`src/rtl/sodor1_lockstep_seq.sv`:
```
`default_nettype none
// ============================================================================
//  Module   : sodor1_lockstep_seq
//  Purpose  : Run sequencer for the Sodor 1-stage lockstep bench. Holds the
//             core and model in reset, feeds generated instructions on each
//             fetch, strobes periodic DUT-vs-model compares, drains with NOPs
//             and reports done / sticky fail.
//  Revision : 1.0 - initial release
// ============================================================================
module sodor1_lockstep_seq #(
  parameter int unsigned RESET_CYCLES = 2,
  parameter int unsigned CHECK_PERIOD = 4,
  parameter int unsigned MAX_INSTR    = 64,
  parameter int unsigned DRAIN_CYCLES = 2,
  parameter logic [31:0] NOP_INSTR    = 32'h00000013
) (
  input  logic        clk,
  input  logic        reset,
  input  logic        start,
  input  logic        abort,
  input  logic [31:0] gen_instr,
  output logic        gen_ack,
  input  logic        imem_req_valid,
  output logic        core_reset,
  output logic [31:0] imem_resp_data,
  output logic        check_en,
  input  logic        mismatch,
  output logic        done,
  output logic        fail,
  output logic [7:0]  instr_count,
  output logic [2:0]  state
);

  typedef enum logic [2:0] {
    S_IDLE  = 3'd0,
    S_RST   = 3'd1,
    S_RUN   = 3'd2,
    S_DRAIN = 3'd3,
    S_CHECK = 3'd4,
    S_DONE  = 3'd5
  } state_t;

  // Counter widths; each counter only needs to hold its load value (N-1).
  localparam int unsigned RST_W = (RESET_CYCLES > 1) ? $clog2(RESET_CYCLES) : 1;
  localparam int unsigned PER_W = (CHECK_PERIOD > 1) ? $clog2(CHECK_PERIOD) : 1;
  localparam int unsigned DRN_W = (DRAIN_CYCLES > 1) ? $clog2(DRAIN_CYCLES) : 1;

  localparam logic [RST_W-1:0] RST_LOAD  = RST_W'(RESET_CYCLES - 1);
  localparam logic [PER_W-1:0] PER_LAST  = PER_W'(CHECK_PERIOD - 1);
  localparam logic [DRN_W-1:0] DRN_LOAD  = DRN_W'(DRAIN_CYCLES - 1);
  localparam logic [7:0]       CNT_MAX   = 8'(MAX_INSTR);
  localparam logic [7:0]       CNT_LAST  = 8'(MAX_INSTR - 1);

  state_t           state_q, state_d;
  logic [RST_W-1:0] rst_cnt_q, rst_cnt_d;
  logic [PER_W-1:0] per_cnt_q, per_cnt_d;
  logic [DRN_W-1:0] drain_cnt_q, drain_cnt_d;
  logic [7:0]       instr_count_q, instr_count_d;
  logic             chk_pend_q, chk_pend_d;
  logic             fail_q, fail_d;
  logic             issue;

  // Next-state, counter updates and all combinational outputs.
  always_comb begin
    state_d        = state_q;
    rst_cnt_d      = rst_cnt_q;
    per_cnt_d      = per_cnt_q;
    drain_cnt_d    = drain_cnt_q;
    instr_count_d  = instr_count_q;
    chk_pend_d     = 1'b0;
    fail_d         = fail_q;
    core_reset     = 1'b1;
    imem_resp_data = NOP_INSTR;
    gen_ack        = 1'b0;
    check_en       = chk_pend_q;
    done           = 1'b0;
    // An abort in the same cycle as a fetch suppresses the issue entirely.
    issue          = (state_q == S_RUN) && imem_req_valid && !abort;

    case (state_q)
      S_IDLE: begin
        if (start) begin
          state_d       = S_RST;
          rst_cnt_d     = RST_LOAD;
          per_cnt_d     = '0;
          instr_count_d = '0;
          fail_d        = 1'b0;
        end
      end
      S_RST: begin
        if (rst_cnt_q == '0) begin
          state_d = S_RUN;
        end else begin
          rst_cnt_d = rst_cnt_q - RST_W'(1);
        end
      end
      S_RUN: begin
        core_reset = 1'b0;
        if (issue) begin
          imem_resp_data = gen_instr;
          gen_ack        = 1'b1;
          if (instr_count_q != CNT_MAX) begin
            instr_count_d = instr_count_q + 8'd1;
          end
          // Compare strobe lags the wrapping issue by one cycle so the core
          // has written back the instruction before pc/regfile are compared.
          if (per_cnt_q == PER_LAST) begin
            per_cnt_d  = '0;
            chk_pend_d = 1'b1;
          end else begin
            per_cnt_d = per_cnt_q + PER_W'(1);
          end
          if (instr_count_q == CNT_LAST) begin
            state_d     = S_DRAIN;
            drain_cnt_d = DRN_LOAD;
          end
        end
      end
      S_DRAIN: begin
        core_reset = 1'b0;
        if (drain_cnt_q == '0) begin
          state_d = S_CHECK;
        end else begin
          drain_cnt_d = drain_cnt_q - DRN_W'(1);
        end
      end
      S_CHECK: begin
        core_reset = 1'b0;
        check_en   = 1'b1;
        state_d    = S_DONE;
      end
      S_DONE: begin
        core_reset = 1'b0;
        done       = 1'b1;
        if (start) begin
          state_d       = S_RST;
          rst_cnt_d     = RST_LOAD;
          per_cnt_d     = '0;
          instr_count_d = '0;
          fail_d        = 1'b0;
        end
      end
      default: begin
        state_d = S_IDLE;
      end
    endcase

    // Mismatch only counts while a compare is actually being strobed.
    if (check_en && mismatch) begin
      fail_d = 1'b1;
    end

    // Abort overrides every normal transition; a pending strobe is dropped.
    if (abort && (state_q != S_IDLE)) begin
      state_d    = S_IDLE;
      chk_pend_d = 1'b0;
    end
  end

  // State and counter registers with synchronous reset.
  always_ff @(posedge clk) begin
    if (reset) begin
      state_q       <= S_IDLE;
      rst_cnt_q     <= '0;
      per_cnt_q     <= '0;
      drain_cnt_q   <= '0;
      instr_count_q <= '0;
      chk_pend_q    <= 1'b0;
      fail_q        <= 1'b0;
    end else begin
      state_q       <= state_d;
      rst_cnt_q     <= rst_cnt_d;
      per_cnt_q     <= per_cnt_d;
      drain_cnt_q   <= drain_cnt_d;
      instr_count_q <= instr_count_d;
      chk_pend_q    <= chk_pend_d;
      fail_q        <= fail_d;
    end
  end

  assign fail        = fail_q;
  assign instr_count = instr_count_q;
  assign state       = state_q;

endmodule
`default_nettype wire

```
`config.mk`:
```
export PLATFORM = sky130hd
export DESIGN_NAME = sodor1_lockstep_seq
export DESIGN_NICKNAME = d
export VERILOG_FILES = /design/src/rtl/sodor1_lockstep_seq.sv
export SDC_FILE = /design/constraint.sdc
export NUM_CORES = 1
export LEC_CHECK = 0
export CORE_MARGIN = 2
export CORE_UTILIZATION = 32
export DETAILED_ROUTE_END_ITERATION = 8
export PLACE_DENSITY = 0.76
export SKIP_CTS_REPAIR_TIMING = 1
export SLEW_MARGIN = 20
export SYNTH_ARGS = -nofsm -noshare
export SYNTH_HDL_FRONTEND = slang
export SYNTH_SLANG_ARGS = --single-unit
```
`constraint.sdc`:
```
create_clock -name clk -period 1.4 [get_ports clk]
set_input_delay 0.21 -clock clk [delete_from_list [all_inputs] [get_ports clk]]
set_output_delay 0.21 -clock clk [all_outputs]
set_load 0.05 [all_outputs]
```
==> results of run 1 <==
-- cells by family after synthesis --
logic type / count (synthesis)
AND/OR/NAND/NOR: 91
flip-flops: 17
multiplexers: 2
adder cells (fa/ha/maj): 3
XOR/XNOR: 1
buffers and inverters: 17
AO/OA/AOI/OAI: 24
-- area by class of cell --
class,instances,area [sq um]
multi-input combinational,121,1080
tap,48,60.1
fill,181,473
clock buffer,3,41.3
inverter,7,28.8
sequential,17,365
timing repair buffer,121,1640
clock inverter,1,5.00
-- power breakdown --
part / switching (mW) / leakage [nW] / internal [mW]
sequential: 0.0257 / 0.144 / 0.505
combinational: 0.518 / 1.17 / 0.517
clock: 0.186 / 0.0255 / 0.198
-- per-layer routing --
layer  track usage  up-vias
li1              -      801
met1         0.291      820
met2         0.378      114
met3        0.0494       15
met4        0.0714        0
met5             0        -
-- state kept, by name, summed over array words and instances, names as in the netlist --
name / cells
instr_count: 8
state: 3
per_cnt_q: 2
chk_pend_q: 1
drain_cnt_q: 1
fail: 1
rst_cnt_q: 1
-- cells in the mapped netlist, types with 2 or more instances --
| cell type | number |
|---|---|
| and3_1 | 34 |
| dfxtp_1 | 17 |
| nor2_1 | 13 |
| nand3_1 | 10 |
| nand2_1 | 8 |
| inv_1 | 7 |
| clkbuf_1 | 5 |
| nand2b_1 | 5 |
| a22oi_1 | 4 |
| nand3b_1 | 4 |
| and2b_1 | 3 |
| buf_4 | 3 |
| ha_1 | 3 |
| nor2b_1 | 3 |
| o21ai_0 | 3 |
| a211oi_1 | 2 |
| a31oi_1 | 2 |
| clkbuf_2 | 2 |
| mux2i_1 | 2 |
| nand4_1 | 2 |
| o311ai_1 | 2 |
| o311ai_2 | 2 |
-- critical path, delay by kind of cell (launching register included) --
| family | cells | cell delay (ps) |
|---|---|---|
| AND/OR/NAND/NOR | 3 | 730 |
| flip-flops | 1 | 360 |
| buffers and inverters | 1 | 150 |
-- worst paths after layout --
kind / cells past startpoint / startpoint / slack [ps] / end
worst min register to register: 2 / per_cnt_q[1] / 510 / per_cnt_q[1]
worst min-delay path: 2 / per_cnt_q[1] / 510 / per_cnt_q[1]
worst max register to register: 8 / instr_count[0] / -130 / instr_count[2]
worst max-delay path: 4 / state[2] / -310 / imem_resp_data[0]
-- layout by cell type, fill, tap and decap left out, drive strengths merged, types with 2 or more instances in the layout --
master	netlist	routed
and2b	3	3
a22oi	5	5
dfxtp	17	17
nand2b	5	5
mux2i	2	2
clkdlybuf4s50	0	35
nand3b	4	4
o311ai	4	4
dlymetal6s2s	0	2
a31oi	2	2
nand4	2	2
nand2	8	8
ha	3	3
a21oi	2	2
a211oi	2	2
o21ai	3	3
inv	7	7
clkbuf	7	3
o31ai	2	2
nand3	10	10
buf	3	84
and2	2	2
and3	34	34
nor2	14	14
nor2b	3	3
-- stage by stage --
stage          power (mW)  instances  TNS (ps)  setup WS [ps]
6_report             1.95        318     -9920           -309
5_1_grt              2.02        318    -12310           -363
4_1_cts              1.84        313    -10470           -358
3_5_place_dp         1.47        309    -12560           -345
3_3_place_gp         1.45        309    -10190           -289
2_1_floorplan        1.01        155     -7440           -250
==> results_tabular.tex, run 1 <==
\begin{tabular}{lr}
\hline
Metric & Value \\
\hline
\multicolumn{2}{l}{\textbf{Status}} \\
Run status & finished with violations \\
Failing checks & setup timing \\
\multicolumn{2}{l}{\textbf{STA}} \\
Slew HR & 0.713 \\
Final Slew Violations & 0 \\
Setup repair after global routing missed its margin & true \\
Setup WS post-layout & -309 ps \\
Pin slew with the least headroom to its limit & roughly 430 ps \\
Worst clock skew on the final layout & 3.59 ps \\
Tightest hold margin & 510 ps \\
Final Hold Viols & 0 \\
Highest clock frequency the design can meet & between 0.5 and 0.6 GHz \\
Final period demand of the worst path & 1710 ps \\
Final Setup Violations & between 40 and 50 \\
Ratio of final minimum period to clock period & 1.22 \\
\multicolumn{2}{l}{\textbf{Cells and area}} \\
Area Growth Syn to Fin & 158\% \\
Number of diodes & 0 \\
Layout net count & between 300 and 400 \\
Final Instance Area & between 3000 and 4000 sq um \\
Final core utilization & 0.872 \\
Layout cells sized above 1 & 0.615 \\
\multicolumn{2}{l}{\textbf{CTS}} \\
Number of CTS-inserted buffers & 3 \\
Clock tree root buffer cell & clkbuf\_8 \\
Clock-pin slew on the worst setup and hold paths & roughly 70 ps \\
Insertion delay to the later sink of the worst-skew pair & between 200 and 300 ps \\
CTS tree & yes \\
H-tree depth & 1 \\
Max Buffers Root-to-Sink & 2 \\
Clock tree sinks & 17 \\
\multicolumn{2}{l}{\textbf{Routing}} \\
Amount of wire on met3 after detailed routing & 617 microns \\
Top layer reached by signal wires & met4 \\
Number of DRC markers after the initial detailed-route iteration & just under 100 \\
Antenna Violating Nets Remaining & 0 \\
Vias & about 1800 \\
First-pass DRT Iterations & 4 \\
Number of remaining DRC errors & 0 \\
WL final & approximately 6000 microns \\
Wl on met1 & between 2000 and 2500 microns \\
Wire length on met2 & about 3100 microns \\
Ratio of routed vias to standard cells & 5.50 \\
Avg WL per Cell & slightly below 20 microns \\
\multicolumn{2}{l}{\textbf{Setup path}} \\
Longest individual stage delay on the worst path & roughly 360 ps \\
Kind of end point of the critical path & output pin \\
Signal arrival time at the worst endpoint & $\sim$1500 ps \\
Required time of the critical path & approximately 1200 ps \\
Category of the critical setup timing path & reg -> out \\
Maximum fanout count along the critical path & 4 \\
Critical Path Slowest Stage Cell & dfxtp\_4 \\
List of cells traversed by the critical path & nor3b\_4, and2\_4, or2b\_4, buf\_6 \\
Element type at the critical path start & flip-flop \\
\multicolumn{2}{l}{\textbf{Synthesis}} \\
Mapped Nets & between 150 and 200 \\
Most common flop cell mapped by yosys & dfxtp\_1 \\
Sequential-to-total area share from yosys stat & 0.273 \\
Area contributors post-synth & dfxtp\_1, and3\_1, nand3\_1, nor2\_1, ha\_1 \\
Count of mapped cells out of synthesis & 155 \\
Xor-xnor portion of the synthesized cell area & 0.0131 \\
Yosys warns & 0 \\
Post-synthesis simple-gate area fraction & 0.436 \\
Total standard cell area after synthesis & about 1200 sq um \\
Number of enable-type register cells in the synthesized netlist & 0 \\
Average size of a mapped cell & $\sim$8.0 sq um \\
Unique masters post-synth & just over 40 \\
Arithmetic-cell share of the synthesized area counting full adders, half adders and majority gates & 0.0302 \\
Complex-gate fraction of the synthesized area & 0.169 \\
Number of synthesized register bits & 17 \\
Main combinational cell family by area after synthesis & simple AND/OR/NAND/NOR gates \\
Asr flop ratio synth & 0 \\
Multiplexer fraction of the synthesized cell area & 0.0161 \\
Share of Yosys cell area claimed by the top area cell type & 0.273 \\
Top cell type by total area after synthesis & dfxtp\_1 \\
\multicolumn{2}{l}{\textbf{Floorplanning}} \\
Width of the chip & 66.4 microns \\
Number of rows in the core area & 22 \\
Die Footprint & approximately 4400 sq um \\
Io pins & 86 \\
Initial core utilization & 0.338 \\
Placeable core region & around 3700 sq um \\
Die boundary height & 66.4 microns \\
\multicolumn{2}{l}{\textbf{Global route}} \\
Number of antenna violations at the first check in global routing & 0 \\
Via count of the first global-routing pass & 1514 \\
Wire length of the first global-routing pass & 7670 microns \\
All-layer global routing usage & 0.227 \\
Leftover overflow at the end of global routing & 0 \\
Pin count of the biggest net entering global routing & 19 \\
\multicolumn{2}{l}{\textbf{Flow run}} \\
Max-cap check violation count & 0 \\
\multicolumn{2}{l}{\textbf{Place}} \\
Port Buf Inserts & 85 \\
Final GP Congestion & between 0.8 and 0.9 \\
Placed Area & 3000 sq um \\
HPWL after detailed placement & between 4000 and 5000 microns \\
\multicolumn{2}{l}{\textbf{Power}} \\
P\_leak & 1.34 nW \\
Power Dens Cells & 607 nW/um\^{}2 \\
Worst VDD drop & between 600 and 700 uV \\
\multicolumn{2}{l}{\textbf{Worst hold path}} \\
Class of the tightest hold or removal check & reg -> reg \\
\hline
\end{tabular}
No activity file was read; power rests on OpenSTA's default activity.
==> inputs of run 2 (changes only) <==
--- a/config.mk
+++ b/config.mk
@@ -6,9 +6,10 @@
 export NUM_CORES = 1
 export LEC_CHECK = 0
 export CORE_MARGIN = 2
-export CORE_UTILIZATION = 32
+export CORE_UTILIZATION = 50
 export DETAILED_ROUTE_END_ITERATION = 8
-export PLACE_DENSITY = 0.76
+export DONT_BUFFER_PORTS = 1
+export PLACE_DENSITY = 0.67
 export SKIP_CTS_REPAIR_TIMING = 1
 export SLEW_MARGIN = 20
 export SYNTH_ARGS = -nofsm -noshare
==> run 2 against run 1 <==
The flow still finishes with violations (setup timing). Cell area decreased by 29%. Clock skew decreased by 1.4 ps. Maximum frequency decreased by 3.6%. Flip-flop and latch count unchanged. Combinational power decreased by 18%. Global-route usage increased by 2.6 points. Cell count decreased by 24%. Total power decreased by 15%. Worst hold slack got worse by 480 ps. Largest cell class is now multi-input combinational cells. Highest routed layer unchanged.
==> results_tabular.tex, run 2 (same netlist as run 1, synthesis figures left out) <==
\begin{tabular}{lr}
\hline
Metric & Value \\
\hline
\multicolumn{2}{l}{\textbf{Status}} \\
Run status & finished with violations \\
Failing checks & setup timing \\
\multicolumn{2}{l}{\textbf{CTS}} \\
H-tree depth & 1 (unchanged) \\
Clock-pin slew on the worst setup and hold paths & 100 ps (+30 ps) \\
Max Buffers Root-to-Sink & 2 (unchanged) \\
Number of CTS-inserted buffers & 3 (unchanged) \\
Clock tree sinks & 17 (unchanged) \\
Clock tree root buffer cell & clkbuf\_4 \\
Insertion delay to the later sink of the worst-skew pair & 300 ps (+40 ps) \\
CTS tree & yes \\
\multicolumn{2}{l}{\textbf{Cells and area}} \\
Highest-count cells in the layout ignoring fill and taps & buf\_4, buf\_12, and3\_4 \\
Final core utilization & 0.952 (+0.0799) \\
Layout cells sized above 1 & 0.679 (+0.0644) \\
Area Growth Syn to Fin & 84.2\% \\
Leading cell type in the layout, fill and taps excluded & buf\_4 \\
Count of non-filler cells in the finished layout & 242 (-24\%) \\
Number of diodes & 0 (unchanged) \\
Number of flip-flops under the largest register name & 8 (unchanged) \\
Layout net count & 254 (-19\%) \\
Number of filler instances in the final layout & 62 (-66\%) \\
\multicolumn{2}{l}{\textbf{Power}} \\
Power Dens Cells & 722 nW/um\^{}2 (+19\%) \\
Overall power & 1.66 mW (-15\%) \\
P\_leak & 0.962 nW (-28\%) \\
Worst VDD drop & 985 uV (+41\%) \\
\multicolumn{2}{l}{\textbf{Place}} \\
Final GP Congestion & 0.906 (+13\%) \\
Port Buf Inserts & 0 (-100\%) \\
HPWL after detailed placement & 3070 microns (-26\%) \\
Count of placed standard cells including taps & 222 (-28\%) \\
\multicolumn{2}{l}{\textbf{Floorplanning}} \\
Placeable core region & 2410 sq um (-35\%) \\
Die boundary height & 53.9 microns (-19\%) \\
Io pins & 86 (unchanged) \\
Initial core utilization & 0.517 (+0.179) \\
Die Footprint & 2910 sq um (-34\%) \\
Width of the chip & 53.9 microns (-19\%) \\
Number of rows in the core area & 18 (-18\%) \\
\multicolumn{2}{l}{\textbf{STA}} \\
Final period demand of the worst path & 1770 ps (+64.0 ps) \\
Ratio of final minimum period to clock period & 1.27 (+0.0457) \\
Final Slew Violations & 0 (unchanged) \\
Pin slew with the least headroom to its limit & 419 ps (-10.5 ps) \\
Final Hold Viols & 0 (unchanged) \\
Setup WS post-layout & -373 ps (-64.0 ps) \\
Worst clock skew on the final layout & 2.23 ps (-1.36 ps) \\
Highest clock frequency the design can meet & 0.564 GHz (-3.6\%) \\
Slew HR & 0.720 (+0.00699) \\
Setup Total Neg Slack & -12660 ps (-2740 ps) \\
Final Setup Violations & 50 (+11\%) \\
Setup repair after global routing missed its margin & true \\
\multicolumn{2}{l}{\textbf{Setup path}} \\
Element type at the critical path start & flip-flop \\
Longest individual stage delay on the worst path & 370 ps (about the same) \\
Signal arrival time at the worst endpoint & 1560 ps (+60 ps) \\
Maximum fanout count along the critical path & 4 (unchanged) \\
First element of the critical path & state[0] \\
Capture point of the worst reg-to-reg path & instr\_count[7] \\
Timing endpoint of the critical path & imem\_resp\_data[0] \\
Worst reg2reg setup slack & -220 ps (-90 ps) \\
Kind of end point of the critical path & output pin \\
Required time of the critical path & 1190 ps (about the same) \\
Startpoint of the lowest-slack register-to-register path & state[0] \\
List of cells traversed by the critical path & nor3b\_4, and2\_4, or2b\_4 \\
Critical Path Slowest Stage Cell & dfxtp\_4 \\
Category of the critical setup timing path & reg -> out \\
Length in cells of the worst reg-to-reg path & 6 (-2) \\
\multicolumn{2}{l}{\textbf{Global route}} \\
Leftover overflow at the end of global routing & 0 (unchanged) \\
Number of antenna violations at the first check in global routing & 0 (unchanged) \\
All-layer global routing usage & 0.254 (+0.0261) \\
Pin count of the biggest net entering global routing & 18 (-1) \\
Wire length of the first global-routing pass & 5400 microns (-30\%) \\
Via count of the first global-routing pass & 1172 (-23\%) \\
\multicolumn{2}{l}{\textbf{Routing}} \\
Antenna Violating Nets Remaining & 0 (unchanged) \\
Vias & 1639 (-6.3\%) \\
Ratio of routed vias to standard cells & 6.77 (+23\%) \\
Number of DRC markers after the initial detailed-route iteration & 93 (-6.1\%) \\
First-pass DRT Iterations & 5 (+1) \\
Number of remaining DRC errors & 0 (unchanged) \\
WL final & 5910 microns (-4.2\%) \\
Avg WL per Cell & 24.4 microns (+26\%) \\
\multicolumn{2}{l}{\textbf{Worst hold path}} \\
Class of the tightest hold or removal check & in -> reg \\
\multicolumn{2}{l}{\textbf{Flow run}} \\
Max-cap check violation count & 0 (unchanged) \\
\hline
\end{tabular}
[run 2: final cells by class]
class	instances	area, sq um	share of cell area
Inverter	7	28.8	0.0125
Tap cell	30	37.5	0.0164
Sequential cell	17	365	0.159
Clock buffer	4	26.3	0.0115
Multi-Input combinational cell	121	1090	0.475
Timing Repair Buffer	63	747	0.326
[run 2: worst min-delay path by stage]
| stage | from | endpoint | slack [ps] | depth (start not counted) |
|---|---|---|---|---|
| 3_3_place_gp | reset | per_cnt_q[0] | 290 | 1 |
| 2_1_floorplan | mismatch | fail | 370 | 2 |
| 4_1_cts | reset | fail | -20 | 1 |
| 6_report | reset | instr_count[5] | 30 | 1 |
| 3_5_place_dp | reset | fail | 290 | 1 |
| 5_1_grt | reset | instr_count[5] | 20 | 1 |
[run 2: where the power goes]
| part | switching [mW] | total (mW) | internal (mW) | leakage [nW] |
|---|---|---|---|---|
| clock network | 0.167 | 0.278 | 0.111 | 0.0150 |
| logic | 0.496 | 0.851 | 0.355 | 0.803 |
| registers | 0.0219 | 0.526 | 0.504 | 0.144 |
| total | 0.685 | 1.66 | 0.971 | 0.962 |
[run 2: layer usage]
| metal | global-route usage | vias to the layer above | wire, microns |
|---|---|---|---|
| li1 | - | 682 | - |
| met1 | 0.304 | 754 | 1940 |
| met2 | 0.461 | 155 | 2990 |
| met3 | 0.0417 | 48 | 661 |
| met4 | 0.0684 | 0 | 311 |
| met5 | 0 | - | 0 |
[run 2: stage by stage]
| step | cell area [sq um] | hold WS [ps] | worst slack (ps) |
|---|---|---|---|
| after global routing | 2290 | 21.9 | -422 |
| after floorplan | 1470 | 371 | -250 |
| after detailed placement | 2000 | 288 | -42.4 |
| after global placement | 2000 | 285 | 27.5 |
| final | 2290 | 27.5 | -373 |
| after CTS | 2020 | -24.8 | -321 |
[run 2: worst max-delay path: cells and delay by family, from the launching register on]
family / cells / cell delay, ps
DFF: 1 / 370
and+or+nand+nor: 3 / 890
==> inputs of run 3 (changes only) <==
--- a/config.mk
+++ b/config.mk
@@ -9,7 +9,7 @@
 export CORE_UTILIZATION = 50
 export DETAILED_ROUTE_END_ITERATION = 8
 export DONT_BUFFER_PORTS = 1
-export PLACE_DENSITY = 0.67
+export PLACE_DENSITY = 0.78
 export SKIP_CTS_REPAIR_TIMING = 1
 export SLEW_MARGIN = 20
 export SYNTH_ARGS = -nofsm -noshare
==> run 3 against run 2 <==
The flow still finishes with violations (setup timing). Die area unchanged. Non-clock buffer count decreased by 5. Core utilization decreased by 0.57 points. Critical endpoint is now imem_resp_data[31]. Highest routed layer unchanged.
==> results_tabular.tex, run 3 (same netlist as run 1, synthesis figures left out) <==
\begin{tabular}{lr}
\hline
Metric & Value \\
\hline
\multicolumn{2}{l}{\textbf{CTS}} \\
Insertion delay to the later sink of the worst-skew pair & 300 ps (about the same) \\
Number of CTS-inserted buffers & 3 (unchanged) \\
CTS tree & yes \\
Clock tree root buffer cell & clkbuf\_4 \\
Clock-pin slew on the worst setup and hold paths & 110 ps (about the same) \\
H-tree depth & 1 (unchanged) \\
Clock tree sinks & 17 (unchanged) \\
Max Buffers Root-to-Sink & 2 (unchanged) \\
\multicolumn{2}{l}{\textbf{STA}} \\
Final Setup Violations & 51 (+2.0\%) \\
Setup repair after global routing missed its margin & true \\
Final period demand of the worst path & 1780 ps (+9.23 ps) \\
Slew HR & 0.745 (+0.0245) \\
Ratio of final minimum period to clock period & 1.27 (+0.00659) \\
Highest clock frequency the design can meet & 0.561 GHz (-0.52\%) \\
Final Hold Viols & 0 (unchanged) \\
Final Slew Violations & 0 (unchanged) \\
Pin slew with the least headroom to its limit & 382 ps (-37.6 ps) \\
Setup WS post-layout & -382 ps (-9.23 ps) \\
Worst clock skew on the final layout & 10.2 ps (+7.98 ps) \\
\multicolumn{2}{l}{\textbf{Routing}} \\
WL final & 5950 microns (+0.66\%) \\
Vias & 1622 (-1.0\%) \\
Number of remaining DRC errors & 0 (unchanged) \\
Avg WL per Cell & 25.1 microns (+2.8\%) \\
Antenna Violating Nets Remaining & 0 (unchanged) \\
First-pass DRT Iterations & 5 (unchanged) \\
Ratio of routed vias to standard cells & 6.84 (+1.1\%) \\
Number of DRC markers after the initial detailed-route iteration & 109 (+17\%) \\
\multicolumn{2}{l}{\textbf{Worst hold path}} \\
Launch point of the worst hold path & reset \\
Number of instances on the worst hold path & 1 (unchanged) \\
Class of the tightest hold or removal check & in -> reg \\
Terminating pin of the worst hold path & instr\_count[2] \\
\multicolumn{2}{l}{\textbf{Place}} \\
Final GP Congestion & 0.836 (-7.7\%) \\
HPWL after detailed placement & 3450 microns (+12\%) \\
Count of placed standard cells including taps & 224 (+0.90\%) \\
Port Buf Inserts & 0 (unchanged) \\
\multicolumn{2}{l}{\textbf{Global route}} \\
Pin count of the biggest net entering global routing & 30 (+12) \\
Via count of the first global-routing pass & 1275 (+8.8\%) \\
Number of antenna violations at the first check in global routing & 0 (unchanged) \\
Leftover overflow at the end of global routing & 0 (unchanged) \\
All-layer global routing usage & 0.298 (+0.0443) \\
Wire length of the first global-routing pass & 6130 microns (+13\%) \\
\multicolumn{2}{l}{\textbf{Setup path}} \\
Required time of the critical path & 1190 ps (about the same) \\
Length in cells of the worst reg-to-reg path & 5 (-1) \\
Startpoint of the lowest-slack register-to-register path & state[2] \\
Kind of end point of the critical path & output pin \\
Worst reg2reg setup slack & -260 ps (-40 ps) \\
Category of the critical setup timing path & reg -> out \\
Signal arrival time at the worst endpoint & 1570 ps (about the same) \\
Maximum fanout count along the critical path & 18 (+14) \\
Capture point of the worst reg-to-reg path & instr\_count[5] \\
Element type at the critical path start & flip-flop \\
\multicolumn{2}{l}{\textbf{Cells and area}} \\
Area Growth Syn to Fin & 83.1\% \\
Number of flip-flops under the largest register name & 8 (unchanged) \\
Layout cells sized above 1 & 0.652 (-0.0271) \\
Number of filler instances in the final layout & 63 (+1.6\%) \\
Highest-count cells in the layout ignoring fill and taps & buf\_4, buf\_12, and3\_2 \\
Number of diodes & 0 (unchanged) \\
Final core utilization & 0.946 (-0.00571) \\
Count of non-filler cells in the finished layout & 237 (-2.1\%) \\
Leading cell type in the layout, fill and taps excluded & buf\_4 \\
Layout net count & 249 (-2.0\%) \\
\multicolumn{2}{l}{\textbf{Power}} \\
Sequential power share & 0.336 (+0.018) \\
Worst VDD drop & 961 uV (-2.4\%) \\
Power Dens Cells & 701 nW/um\^{}2 (-2.9\%) \\
Combinational group share of total power & 0.488 (-0.026) \\
Net switching power & 0.678 mW (-1.0\%) \\
Internal power contribution & 0.919 mW (-5.3\%) \\
Share of total power in the clock network & 0.176 (+0.008) \\
P\_leak & 0.956 nW (-0.64\%) \\
Switching power as a share of total power & 0.424 (+0.0108) \\
\multicolumn{2}{l}{\textbf{Floorplanning}} \\
Number of rows in the core area & 18 (unchanged) \\
Initial core utilization & 0.517 (unchanged) \\
Io pins & 86 (unchanged) \\
Width of the chip & 53.9 microns (unchanged) \\
Die boundary height & 53.9 microns (unchanged) \\
Die Footprint & 2910 sq um (unchanged) \\
Placeable core region & 2410 sq um (unchanged) \\
\multicolumn{2}{l}{\textbf{Flow run}} \\
Max-cap check violation count & 0 (unchanged) \\
\multicolumn{2}{l}{\textbf{Status}} \\
Run status & finished with violations \\
Failing checks & setup timing \\
\hline
\end{tabular}
## run 3: worst max-delay path by stage
| stage | startpoint | to | slack, ps | cells past startpoint |
|---|---|---|---|---|
| 4_1_cts | state[2] | imem_resp_data[31] | -340 | 4 |
| 3_3_place_gp | state[2] | instr_count[5] | 20 | 5 |
| 2_1_floorplan | state[2] | imem_resp_data[23] | -250 | 5 |
| 3_5_place_dp | instr_count[0] | instr_count[7] | -60 | 6 |
| 6_report | state[2] | imem_resp_data[31] | -380 | 4 |
| 5_1_grt | state[2] | imem_resp_data[31] | -440 | 4 |
## run 3: layout make-up
cell class              instances  area, sq um  area share
multi-input cells             121         1080       0.472
inverters                       7         31.3      0.0137
clock buffers                   4         26.3      0.0115
repair buffers                 58          743       0.326
flip-flops and latches         17          365       0.160
well taps                      30         37.5      0.0165
## run 3: power by group through the flow
stage / combinational, mW / clock (mW) / sequential (mW)
final: 0.779 / 0.280 / 0.537
after global routing: 0.799 / 0.291 / 0.539
after CTS: 0.675 / 0.271 / 0.534
after detailed placement: 0.670 / 0 / 0.546
after global placement: 0.646 / 0 / 0.541
after floorplan: 0.418 / 0 / 0.588
## run 3: stage by stage
step	instance area (sq um)	total power, mW	worst slack [ps]	TNS (ps)	hold slack, ps
after detailed placement	2050	1.22	-60.4	-202	288
after floorplan	1470	1.01	-250	-7440	371
final	2280	1.60	-382	-12720	19.5
after global routing	2280	1.63	-440	-15910	30.4
after CTS	2070	1.48	-343	-10620	-26.0
after global placement	2050	1.19	21.0	0	286
## run 3: worst max-delay path: stages, from the launching register on
cell and delay, ps:
dfxtp_4 400, nor3b_4 290, buf_6 200, and3_2 240
buf_12 140
## run 3: routing by layer
layer	up-vias	wire [microns]	global-route usage
met1	757	1910	0.328
met4	0	266	0.128
met5	-	0	0
li1	674	-	-
met2	157	3020	0.539
met3	34	750	0.0694
